<file path="src/rtl/batcharger_status_tx_pkg.sv">
// -----------------------------------------------------------------------------
// batcharger_pkg
// Shared types and constants for the battery-charger status transmitter.
//
// Contents:
//   - TYPE_W / DATA_W  : widths of the frame type and payload fields
//   - TYPE_*           : frame type codes used by the charger core
//   - tx_state_e       : serialiser state encoding
//   - frame_bits()     : total bits on the wire for a given stop-bit count
//
// Build option: BATCHARGER_STATUS_TX_PARITY_EN adds the PARITY state and
// lengthens the frame by one bit.
// -----------------------------------------------------------------------------
package batcharger_pkg;

    localparam int TYPE_W = 4;
    localparam int DATA_W = 8;

    localparam logic [TYPE_W-1:0] TYPE_MODE = 4'h1;
    localparam logic [TYPE_W-1:0] TYPE_VBAT = 4'h2;
    localparam logic [TYPE_W-1:0] TYPE_TEMP = 4'h3;
    localparam logic [TYPE_W-1:0] TYPE_SEL  = 4'h4;

    // state  | meaning
    // IDLE   | line high, waiting for a frame (s_ready when en)
    // START  | start bit (0)
    // TYPE   | type[3:0], LSB first
    // DATA   | data[7:0], LSB first
    // PARITY | even parity over type and data (parity build only)
    // STOP   | STOP_BITS stop bits (1)
    typedef enum logic [2:0] {
        IDLE,
        START,
        TYPE,
        DATA,
`ifdef BATCHARGER_STATUS_TX_PARITY_EN
        PARITY,
`endif
        STOP
    } tx_state_e;

`ifdef BATCHARGER_STATUS_TX_PARITY_EN
    localparam int PARITY_BITS = 1;
`else
    localparam int PARITY_BITS = 0;
`endif

    // Start + type + data + optional parity + stop bits.
    function automatic int frame_bits(input int stop_bits);
        return 1 + TYPE_W + DATA_W + PARITY_BITS + stop_bits;
    endfunction

endpackage

</file>
<file path="src/rtl/batcharger_status_tx_if.sv">
// -----------------------------------------------------------------------------
// batcharger_status_tx_if
// Valid/ready frame handshake between the charger core and the status
// transmitter.
//
// Signals:
//   s_valid  core -> tx   frame request, held until accepted
//   s_ready  tx -> core   transmitter can accept a frame this cycle
//   s_type   core -> tx   4-bit frame type, sampled on accept
//   s_data   core -> tx   8-bit payload, sampled on accept
//
// Modports: master (core side), slave (transmitter side).
// -----------------------------------------------------------------------------
interface batcharger_status_tx_if;
    import batcharger_pkg::*;

    logic              s_valid;
    logic              s_ready;
    logic [TYPE_W-1:0] s_type;
    logic [DATA_W-1:0] s_data;

    modport master (
        output s_valid,
        output s_type,
        output s_data,
        input  s_ready
    );

    modport slave (
        input  s_valid,
        input  s_type,
        input  s_data,
        output s_ready
    );

endinterface

</file>
<file path="src/rtl/batcharger_status_tx_baud_gen.sv">
// -----------------------------------------------------------------------------
// batcharger_baud_gen
// Bit-period timer for the status transmitter. Counts 0..CLK_DIV-1 while
// run is high and wraps; held at 0 while idle, on clr and on rst so each
// frame's start bit is a full CLK_DIV cycles.
//
// Ports:
//   clk          system clock
//   rst          synchronous reset, active-high
//   clr          restart the bit period (frame accept)
//   run          a frame is on the wire
//   bit_tick     1-cycle pulse in the last cycle of a bit period
//   bit_pre_tick 1-cycle pulse in the next-to-last cycle of a bit period
//
// Parameters: CLK_DIV (2..255) clk cycles per bit.
// -----------------------------------------------------------------------------
module batcharger_baud_gen #(
    parameter int CLK_DIV = 16
) (
    input  logic clk,
    input  logic rst,
    input  logic clr,
    input  logic run,
    output logic bit_tick,
    output logic bit_pre_tick
);

    localparam logic [7:0] TC     = 8'(CLK_DIV - 1);
    localparam logic [7:0] PRE_TC = 8'(CLK_DIV - 2);

    logic [7:0] cnt;

    always_ff @(posedge clk) begin
        if (rst || clr || !run) begin
            cnt <= '0;
        end else if (cnt == TC) begin
            cnt <= '0;
        end else begin
            cnt <= cnt + 8'd1;
        end
    end

    assign bit_tick     = run && (cnt == TC);
    assign bit_pre_tick = run && (cnt == PRE_TC);

endmodule

</file>
<file path="src/rtl/batcharger_status_tx.sv">
// -----------------------------------------------------------------------------
// batcharger_status_tx
// Core-to-pad serial status transmitter. Accepts one frame (type + payload)
// over a valid/ready handshake and shifts it out LSB first:
//   start(0), type[3:0], data[7:0], [parity], STOP_BITS x stop(1)
// Each bit lasts CLK_DIV clk cycles. The line idles high.
//
// Ports:
//   clk        system clock
//   rst        synchronous reset, active-high
//   en         block enable; gates new frames, mirrored onto tx_oe
//   bus        frame handshake (slave modport of batcharger_status_tx_if)
//   tx         serial output to the pad
//   tx_oe      pad output enable, en delayed by one cycle
//   busy       frame in progress
//   frame_cnt  completed frames, wraps 255 -> 0
//
// Parameters: CLK_DIV (2..255), STOP_BITS (1 or 2).
// Build option: BATCHARGER_STATUS_TX_PARITY_EN inserts an even-parity bit
// over type and data after the payload.
// -----------------------------------------------------------------------------
module batcharger_status_tx
    import batcharger_pkg::*;
#(
    parameter int CLK_DIV   = 16,
    parameter int STOP_BITS = 1
) (
    input  logic                         clk,
    input  logic                         rst,
    input  logic                         en,
    batcharger_status_tx_if.slave        bus,
    output logic                         tx,
    output logic                         tx_oe,
    output logic                         busy,
    output logic [7:0]                   frame_cnt
);

    localparam logic [2:0] TYPE_LAST = 3'(TYPE_W - 1);
    localparam logic [2:0] DATA_LAST = 3'(DATA_W - 1);
    localparam logic [2:0] STOP_LAST = 3'(STOP_BITS - 1);

    tx_state_e                  state;
    logic [TYPE_W+DATA_W-1:0]   shreg;
    logic [2:0]                 bit_cnt;
    logic                       accept;
    logic                       bit_tick;
    logic                       bit_pre_tick;
`ifdef BATCHARGER_STATUS_TX_PARITY_EN
    logic                       parity_bit;
`endif

    assign bus.s_ready = (state == IDLE) && en && !rst;
    assign accept      = bus.s_valid && bus.s_ready;

    batcharger_baud_gen #(
        .CLK_DIV (CLK_DIV)
    ) u_baud_gen (
        .clk          (clk),
        .rst          (rst),
        .clr          (accept),
        .run          (state != IDLE),
        .bit_tick     (bit_tick),
        .bit_pre_tick (bit_pre_tick)
    );

    always_ff @(posedge clk) begin
        if (rst) begin
            state     <= IDLE;
            shreg     <= '0;
            bit_cnt   <= '0;
            tx        <= 1'b1;
            tx_oe     <= 1'b0;
            busy      <= 1'b0;
            frame_cnt <= '0;
`ifdef BATCHARGER_STATUS_TX_PARITY_EN
            parity_bit <= 1'b0;
`endif
        end else begin
            tx_oe <= en;

            case (state)
                IDLE: begin
                    if (accept) begin
                        shreg   <= {bus.s_data, bus.s_type};
                        bit_cnt <= '0;
                        tx      <= 1'b0;
                        busy    <= 1'b1;
                        state   <= START;
`ifdef BATCHARGER_STATUS_TX_PARITY_EN
                        parity_bit <= ^{bus.s_type, bus.s_data};
`endif
                    end
                end

                START: begin
                    if (bit_tick) begin
                        tx    <= shreg[0];
                        shreg <= shreg >> 1;
                        state <= TYPE;
                    end
                end

                // The last type tick already presents data[0]: type and data
                // sit contiguously in the shift register.
                TYPE: begin
                    if (bit_tick) begin
                        tx    <= shreg[0];
                        shreg <= shreg >> 1;
                        if (bit_cnt == TYPE_LAST) begin
                            bit_cnt <= '0;
                            state   <= DATA;
                        end else begin
                            bit_cnt <= bit_cnt + 3'd1;
                        end
                    end
                end

                DATA: begin
                    if (bit_tick) begin
                        if (bit_cnt == DATA_LAST) begin
                            bit_cnt <= '0;
`ifdef BATCHARGER_STATUS_TX_PARITY_EN
                            tx    <= parity_bit;
                            state <= PARITY;
`else
                            tx    <= 1'b1;
                            state <= STOP;
`endif
                        end else begin
                            tx      <= shreg[0];
                            shreg   <= shreg >> 1;
                            bit_cnt <= bit_cnt + 3'd1;
                        end
                    end
                end

`ifdef BATCHARGER_STATUS_TX_PARITY_EN
                PARITY: begin
                    if (bit_tick) begin
                        tx    <= 1'b1;
                        state <= STOP;
                    end
                end
`endif

                // The last stop bit hands over to IDLE one cycle early: the
                // IDLE cycle itself is the final (high) cycle of that bit, so
                // a frame accepted there starts with no gap and every bit
                // still lasts exactly CLK_DIV cycles.
                STOP: begin
                    if ((bit_cnt == STOP_LAST) && bit_pre_tick) begin
                        bit_cnt   <= '0;
                        busy      <= 1'b0;
                        frame_cnt <= frame_cnt + 8'd1;
                        state     <= IDLE;
                    end else if (bit_tick) begin
                        bit_cnt <= bit_cnt + 3'd1;
                    end
                end

                default: begin
                    state <= IDLE;
                    tx    <= 1'b1;
                    busy  <= 1'b0;
                end
            endcase
        end
    end

endmodule

</file>
<file path="src/flat_wrapper.sv">
// flat-port wrapper written by rule: the top's interface ports become plain ports
module batcharger_status_tx_flat import batcharger_pkg::*;
#(
    parameter int CLK_DIV   = 16,
    parameter int STOP_BITS = 1
)
  (clk, rst, en, tx, tx_oe, busy, frame_cnt, bus_s_valid, bus_s_type, bus_s_data, bus_s_ready);
  batcharger_status_tx_if bus_i ();
  input  logic clk;
  input  logic rst;
  input  logic en;
  output logic tx;
  output logic tx_oe;
  output logic busy;
  output logic [7:0] frame_cnt;
  input wire logic [$bits(bus_i.s_valid)-1:0] bus_s_valid;
  input wire logic [$bits(bus_i.s_type)-1:0] bus_s_type;
  input wire logic [$bits(bus_i.s_data)-1:0] bus_s_data;
  output wire logic [$bits(bus_i.s_ready)-1:0] bus_s_ready;
  assign bus_i.s_valid = bus_s_valid;
  assign bus_i.s_type = bus_s_type;
  assign bus_i.s_data = bus_s_data;
  assign bus_s_ready = bus_i.s_ready;
  batcharger_status_tx #(.CLK_DIV(CLK_DIV), .STOP_BITS(STOP_BITS)) u_core (.clk(clk), .rst(rst), .en(en), .bus(bus_i), .tx(tx), .tx_oe(tx_oe), .busy(busy), .frame_cnt(frame_cnt));
endmodule
</file>
<file path="config.mk">
export PLATFORM = sky130hd
export DESIGN_NAME = batcharger_status_tx_flat
export DESIGN_NICKNAME = d
export VERILOG_FILES = /design/src/rtl/batcharger_status_tx_pkg.sv /design/src/rtl/batcharger_status_tx_if.sv /design/src/rtl/batcharger_status_tx_baud_gen.sv /design/src/rtl/batcharger_status_tx.sv /design/src/flat_wrapper.sv
export SDC_FILE = /design/constraint.sdc
export NUM_CORES = 1
export LEC_CHECK = 0
export CAP_MARGIN = 10
export CORE_UTILIZATION = 25
export DETAILED_ROUTE_END_ITERATION = 12
export MAX_ROUTING_LAYER = met4
export PLACE_DENSITY_LB_ADDON = 0.05
export SETUP_SLACK_MARGIN = 0.15
export SLEW_MARGIN = 5
export SYNTH_ARGS = -nofsm -noshare
export SYNTH_HDL_FRONTEND = slang
export SYNTH_SLANG_ARGS = --single-unit
</file>
<file path="constraint.sdc">
create_clock -name clk -period 6.5 [get_ports clk]
set_clock_uncertainty 0.15 [all_clocks]
set_input_delay 1.3 -clock clk [delete_from_list [all_inputs] [get_ports clk]]
set_output_delay 1.3 -clock clk [all_outputs]
set_load 0.01 [all_outputs]
</file>
== Word-level counts from Yosys, hierarchy flattened ==
Cells that the tools add are included.

* Bits in registers: 37
* Logic and storage cells: 84

* $add $sub $neg: 3
* Equal/unequal tests: 18
* Muxes and demuxes: 29
* Bitwise gates (word level): 2
* Reductions and logical operators: 24

{| class="wikitable"
|+ Operators with widths
! kind !! count
|-
| 12-bit 2-to-1 mux || 4
|-
| 3-bit 2-to-1 mux || 14
|-
| 12-bit case mux with 3 select lines || 1
|-
| 8-bit by 1-bit adder with 8-bit output (second input constant) || 2
|-
| 8-bit by 4-bit == test with 1-bit output (second input constant) || 2
|-
| 3-bit case mux with 5 select lines || 1
|-
| 2-bit by 1-bit inequality test with 1-bit output (second input constant) || 7
|-
| 3-bit case mux with 4 select lines || 1
|-
| 5-bit AND reduction || 2
|-
| 3-bit by 2-bit == test with 1-bit output (second input constant) || 3
|-
| 7-bit AND reduction || 1
|-
| 3-bit == test (second input constant) || 2
|-
| 1-bit logical AND || 6
|-
| 3-bit logical NOT || 2
|-
| 1-bit 2-to-1 mux || 6
|-
| 3-bit nonzero test || 2
|-
| 2-bit inequality test (second input constant) || 2
|-
| 1-bit case mux with 4 select lines || 1
|-
| 4-bit AND reduction || 1
|-
| 4-bit nonzero test || 1
|-
| 2-bit OR reduction || 2
|-
| 3-bit by 1-bit adder with 3-bit output (second input constant) || 1
|-
| 3-bit by 1-bit == test with 1-bit output (second input constant) || 1
|-
| 3-bit by 1-bit inequality test with 1-bit output (second input constant) || 1
|-
| other kinds (7) || 10
|}

== Depth between registers and ports, before layout ==
Gate-level depths: netlist of run 1.

* Word-level depth: 7
* Gate-level depth with buffers: 7

== Cells and area by module ==
From an unflattened synthesis of run 1, not the netlist that was laid out.

* Cells, all modules: 232
* Area, all modules: 2023.2 um2

{| class="wikitable"
|+ Modules (own cells, without submodules)
! module !! instances !! cells each !! area an instance (um2) !! seq. area each (um2)
|-
| batcharger_status_tx || 1 || 185 || 1632.8 || 580.6
|-
| batcharger_baud_gen || 1 || 47 || 390.4 || 160.2
|}

== Least setup slack after synthesis of run 1 ==
No wires, ideal clock.

* Path type: input-to-output
* Start point: input port rst
* End point: output port bus_s_ready
* Arrival: 1.778 ns
* Required time: 5.050 ns
* Setup slack: 3.272 ns
* Cell stages on the path: 3
* Path through: clkbuf_1 nor2b_1 and2_1

* Word-level cells in the longest chain between the ends: 2

{| class="wikitable"
|+ RTL lines
! what !! RTL line !! text
|-
| from (decl) || flat_wrapper.sv:10 || <nowiki>input logic rst;</nowiki>
|-
| 1-bit logical NOT || batcharger_status_tx.sv:52 || <nowiki>assign bus.s_ready = (state == IDLE) && en && !rst;</nowiki>
|-
| 1-bit logical AND || batcharger_status_tx.sv:52 ||
|-
| to (decl) || flat_wrapper.sv:19 || <nowiki>output wire logic [$bits(bus_i.s_ready)-1:0] bus_s_ready;</nowiki>
|}

No other way between the ends.

== Worst setup path in the final report of run 1 ==
Ends and elaborated chain as after synthesis.

==> summary.md, run 1 <==
| Metric | Value |
|---|---|
| Post-Syn Area | `1980 sq um` |
| Antenna Nets Post-Route | `0` |
| Worst-path cell chain | `clkdlybuf4s50_1, buf_4, nor2b_1, and2_1, clkdlybuf4s50_1` |
| Area contributors post-synth | `dfxtp_1, mux2i_1, o211a_1` |
| Area share of the largest cell type after synthesis | `37.5%` |
| Max-cap check violation count | `0` |
| IO buf count | `27` |
| R2R Path Start | `u_core.bit_cnt[0]` |
| Grt ovf | `0` |
| Crit path top cell by count | `clkdlybuf4s50_1` |
| Worst hold path class | `register to register` |
| Maximum clock frequency | `between 200 and 250 MHz` |
| Synth-to-layout area growth | `22.2%` |
| Core Footprint | `between 7000 and 8000 sq um` |
| Drt pass-1 iters | `4` |
| DIE AREA | `8270 sq um` |
| Worst vdd ir | `just over 0.09 mV` |
| Via Count | `1688` |
| Post-synth top area cell | `dfxtp_1` |
| Net Sw Power | `0.122 mW` |
| Count leader, synth | `dfxtp_1` |
| Vias in the first global route | `approximately 1600` |
| # setup viols final | `0` |
| Final net count | `266` |
| Asr flop ratio synth | `0%` |
| Peak per-stage delay on the critical path | `approximately 530 ps` |
| Fin. Hold Viols | `0` |
| Final period util | `64.5%` |
| Post-synthesis cell type count | `41` |
| Sw frac | `a little over a quarter` |
| Power Internal | `around 0.34 mW` |
| Drt drc | `0` |
| Post-synthesis net count | `roughly 240` |
| Crit path max fanout | `19` |
| RSZ-0062 raised after global routing | `no` |
| Starting Density | `around a quarter` |
| Die H | `90.9 um` |
| Syn avg cell area | `9.03 sq um` |
| Synth Register Bits | `37` |
| Fin crit period | `4190 ps` |
| Routed len/inst | `14.3 um` |
| Top_reg_cell synth | `dfxtp_1` |
| Crit-path slowest cell | `clkdlybuf4s50_1` |
| Gpl congestion | `0.784` |
| EDFF count, synth | `0` |
| CP endpoint kind | `primary output` |
| Setup slack, reg-to-reg | `3710 ps` |
| Sequential share of power | `approximately 52%` |
| Initial antenna violation count | `0` |
| Layout cells sized above 1 | `about 7.0%` |
| Clock group share of total power | `35.9%` |
| Count of pins over their slew limit | `0` |
| Clk_lat worst skew | `290 ps` |
| CTS Sinks | `37` |
| Total CTS buffers | `5` |
| Row cnt | `32` |
| CTS tree | `built` |
| Worst Hold Launch | `u_core.shreg[11]` |
| FF-to-FF path depth | `6` |
| Reg2reg end | `u_core.shreg[11]` |
| Diodes inserted | `0` |
| Slew headroom | `33.6%` |
| Critical Path AT | `about 2700 ps` |
| Yosys warning count | `0` |
| H-tree depth | `2` |
| Top Ports | `28` |
| Critical path class | `primary input to primary output` |
| Finished Layout Cells | `345` |
| Drt total wl | `slightly below 5000 um` |
| Status | `complete, no violations` |
| Initial DRC count | `61` |
| Worst-case clock buffer depth | `2` |
| Combinational share of power | `11.9%` |
| Post-CTS setup buffer count | `0` |
| Worst hold stages | `2` |
| CTS root buf | `clkbuf_8` |
| Via density | `~5` |
| CP startpoint kind | `primary input` |
| Hold buffers post-CTS | `0` |
| CP required | `5050 ps` |
| Die width | `90.9 um` |
| Register area share after synthesis | `37.5%` |
| Synthesized netlist cell count | `219` |
| Slew @ Worst Pin | `between 900 and 1000 ps` |
| PD cells | `190 nW/um^2` |
| DP HPWL | `3420 um` |
| Largest net degree at the start of global routing | `20` |
| Cells after DPL | `337` |
| List of most frequent post-synthesis cells | `dfxtp_1, mux2i_1, inv_1, nor2_1, o211ai_1` |
| Total global-route track usage | `12.8%` |
| First-pass GRT wire length | `8180 um` |
| Final setup TNS | `0 ps` |
| Hold Path End | `u_core.shreg[11]` |
| Post-CTS Resized | `0` |
| Leakage | `~0.95 nW` |
| Clk slew on worst S/H paths | `80 ps` |
-- kinds of logic after synthesis --
family / synth area share [%]
AOI/OAI and AO/OA: 24.0
xor gates and xnor gates: 3.10
adders and majority gates: 5.06
buffers and inverters: 6.08
DFF: 37.5
muxes: 7.59
and+or+nand+nor: 16.7
-- metrics by stage --
step / utilization, % / hold slack [ps] / setup slack (ps) / instance area, sq um / power (mW)
after global routing: 31.4 / 346 / 2220 / 2420 / 0.483
final: 31.4 / 316 / 2310 / 2420 / 0.460
after global placement: 30.3 / 296 / 2330 / 2330 / 0.302
after CTS: 31.4 / 317 / 2290 / 2420 / 0.469
after floorplan: - / 284 / 3270 / 1980 / 0.277
after detailed placement: 30.3 / 305 / 2280 / 2330 / 0.300
-- worst max path at each step --
stage               slack (ps)  depth (start not counted)           to  startpoint
finish                    2310                          5  bus_s_ready         rst
global route              2220                          5  bus_s_ready         rst
CTS                       2290                          5  bus_s_ready         rst
floorplan                 3270                          3  bus_s_ready         rst
global placement          2330                          5  bus_s_ready         rst
detailed placement        2280                          5  bus_s_ready         rst
-- cells in the final DEF, fill, tap and decap left out, drive strengths merged, types with 4 or more instances in the layout --
cell / count
nor3: 7
o211a: 11
a21oi: 11
mux2i: 15
inv: 13
dfxtp: 37
xnor2: 4
o31ai: 7
o211ai: 13
clkbuf: 5
nand2: 12
nand3: 6
nor2: 13
ha: 8
clkdlybuf4s50: 27
or4: 7
-- critical path, delay by kind of cell --
family                 cells  cell delay, ps
buffers and inverters      3            1140
AND/OR/NAND/NOR            2             300
-- flip-flops by register name (all words and copies together), names as in the netlist --
register	count
u_core.busy	1
u_core.state	3
u_core.u_baud_gen.cnt	8
u_core.tx_oe	1
u_core.bit_cnt	3
u_core.shreg	12
u_core.frame_cnt	8
u_core.tx	1
-- area by class of cell --
| type | count | area [sq um] |
|---|---|---|
| clock buffers | 5 | 68.8 |
| clock inverters | 3 | 17.5 |
| fillers | 835 | 5270 |
| inverters | 14 | 52.6 |
| multi-input cells | 154 | 1120 |
| flip-flops and latches | 37 | 741 |
| well taps | 102 | 128 |
| repair buffers | 30 | 293 |
-- metal layers --
layer / part of all wire (%) / global-route usage (%)
met1: 52 / 17.4
met5: 0 / -
met4: 0.96 / 3.97
met3: 2.9 / 2.61
met2: 44 / 18.8
-- power by group through the flow --
stage | Sequential [mW] | Combinational, mW | Clock (mW)
final | 0.240 | 0.0545 | 0.165
after global routing | 0.241 | 0.0601 | 0.181
after CTS | 0.240 | 0.0554 | 0.174
after detailed placement | 0.245 | 0.0552 | 0
after global placement | 0.246 | 0.0560 | 0
after floorplan | 0.243 | 0.0342 | 0
Power figures use the tool's default switching activity.
==> inputs of run 2 (changes only) <==
==> constraint.sdc (replaced) <==
create_clock -name clk -period 3.75 [get_ports clk]
set_clock_uncertainty 0.15 [all_clocks]
set_input_delay 0.75 -clock clk [delete_from_list [all_inputs] [get_ports clk]]
set_output_delay 0.75 -clock clk [all_outputs]
set_load 0.01 [all_outputs]
==> run 2 against run 1 <==
Effect of this change:
- critical path depth decreased by 1
- global-route usage rose by 0.47 points
- non-clock buffer count rose by 5
- core utilization up 0.49 points
- sequential power grew 72%
- via count rose by 0.65%
- critical path type unchanged
- largest cell class unchanged
==> summary.md, run 2 (synthesis results as in run 1) <==
| Metric | Value |
|---|---|
| DP HPWL | `3520 um` |
| Most common cell after layout, fill and taps aside | `dfxtp_1` |
| Final period util | `79.9%` |
| IO buf count | `27` |
| Launch point of the worst path | `rst` |
| Count of pins over their slew limit | `0` |
| Die width | `90.9 um` |
| Slew @ Worst Pin | `601 ps` |
| Worst Hold Launch | `u_core.shreg[11]` |
| Worst-path cell chain | `clkdlybuf4s50_1, nor2b_1, and2_1, clkdlybuf4s50_1` |
| Top Ports | `28` |
| Fin. Hold Viols | `0` |
| Max FFs per register | `12` |
| First-pass GRT wire length | `8400 um` |
| Final Total Pwr | `0.804 mW` |
| PD cells | `328 nW/um^2` |
| Row cnt | `32` |
| Initial antenna violation count | `0` |
| Setup slack, reg-to-reg | `1240 ps` |
| Clk slew on worst S/H paths | `70 ps` |
| Maximum clock frequency | `334 MHz` |
| DIE AREA | `8270 sq um` |
| Critical Path Sink | `bus_s_ready` |
| Routed len/inst | `14.4 um` |
| Most frequent cells in the layout | `dfxtp_1, clkdlybuf4s50_1, mux2i_1` |
| R2R Path Start | `u_core.state[2]` |
| Crit path top cell by count | `clkdlybuf4s50_1` |
| Total CTS buffers | `5` |
| Critical Path AT | `approximately 2100 ps` |
| Drt drc | `0` |
| Peak per-stage delay on the critical path | `roughly 530 ps` |
| Final setup TNS | `0 ps` |
| Core Footprint | `7690 sq um` |
| Via density | `slightly below 5` |
| Fin crit period | `3000 ps` |
| Grt ovf | `0` |
| Status | `complete, no violations` |
| Synth-to-layout area growth | `24.1%` |
| Final net count | `271` |
| CP startpoint kind | `primary input` |
| # setup viols final | `0` |
| CTS tree | `built` |
| Via Count | `about 1700` |
| Biggest regs | `u_core.shreg: 12 flops, u_core.frame_cnt: 8 flops, u_core.u_baud_gen.cnt: 8 flops` |
| Gpl congestion | `~0.73` |
| CP required | `2850 ps` |
| Worst hold path class | `register to register` |
| Most flop-heavy register | `u_core.shreg` |
| Drt total wl | `5010 um` |
| Slew headroom | `59.6%` |
| RSZ-0062 raised after global routing | `no` |
| Hold buffers post-CTS | `0` |
| Max-cap check violation count | `0` |
| CTS Sinks | `37` |
| Crit path max fanout | `2` |
| Starting Density | `25.7%` |
| Total global-route track usage | `13.2%` |
| Critical path class | `primary input to primary output` |
| Die H | `90.9 um` |
| H-tree depth | `2` |
| Cells after DPL | `342` |
| CTS root buf | `clkbuf_8` |
| Post-CTS setup buffer count | `0` |
| Vias in the first global route | `roughly 1700` |
| Reg2reg end | `u_core.frame_cnt[7]` |
| CP endpoint kind | `primary output` |
| Diodes inserted | `0` |
| Initial DRC count | `between 60 and 70` |
| Leakage | `0.978 nW` |
| Layout cells sized above 1 | `8.10%` |
| Largest net degree at the start of global routing | `19` |
| Worst vdd ir | `0.101 mV` |
| FF-to-FF path depth | `4` |
| Antenna Nets Post-Route | `0` |
| Crit-path slowest cell | `clkdlybuf4s50_1` |
| Drt pass-1 iters | `4` |
| Clk_lat worst skew | `290 ps` |
| Worst-case clock buffer depth | `2` |
| Post-CTS Resized | `0` |
| Finished Layout Cells | `approximately 350` |
[run 2: changes by cell type in the layout (fill, tap and decap cells not counted)]
| cell | change |
|---|---|
| buf_4 | +5 |
| clkinv_2 | -2 |
| clkbuf_1 | +1 |
| clkinvlp_4 | -1 |
| clkbuf_8 | +1 |
[run 2: critical path: cells and delay by family]
kind          cells  cell delay [ps]
buf+inv           2             1010
simple gates      2              330
[run 2: final cells by class]
cell class / count / area, sq um
Fill cell: 802 / 5230
Multi-Input combinational cell: 154 / 1120
Sequential cell: 37 / 741
Timing Repair Buffer: 35 / 330
Tap cell: 102 / 128
Clock buffer: 7 / 86.3
Inverter: 14 / 52.6
[run 2: worst min-delay path by stage]
stage / end / slack (ps) / cells after the start
after floorplan: u_core.shreg[11] / 280 / 2
after global placement: u_core.shreg[11] / 300 / 2
after detailed placement: u_core.tx / 300 / 1
after CTS: u_core.shreg[11] / 320 / 2
after global routing: u_core.shreg[11] / 320 / 2
final: u_core.shreg[11] / 320 / 2
[run 2: per-layer routing]
metal / GRT usage (%) / share of wire, %
met5: - / 0
met4: 4.50 / 1.2
met3: 3.20 / 3.7
met2: 19.5 / 45
met1: 17.6 / 50
[run 2: per-stage QoR]
step / util, % / hold slack (ps) / cell area (sq um) / setup WS [ps]
after detailed placement: 30.8 / 303 / 2370 / 731
after global routing: 31.9 / 324 / 2450 / 661
after global placement: 30.8 / 298 / 2370 / 743
after CTS: 31.9 / 317 / 2450 / 731
final: 31.9 / 316 / 2450 / 755
after floorplan: - / 284 / 1980 / 1290
[run 2: where the power goes]
part / internal, mW / total [mW] / leakage [nW] / switching (mW)
registers: 0.405 / 0.412 / 0.300 / 0.00703
clock network: 0.146 / 0.290 / 0.0443 / 0.144
logic: 0.0533 / 0.102 / 0.634 / 0.0490
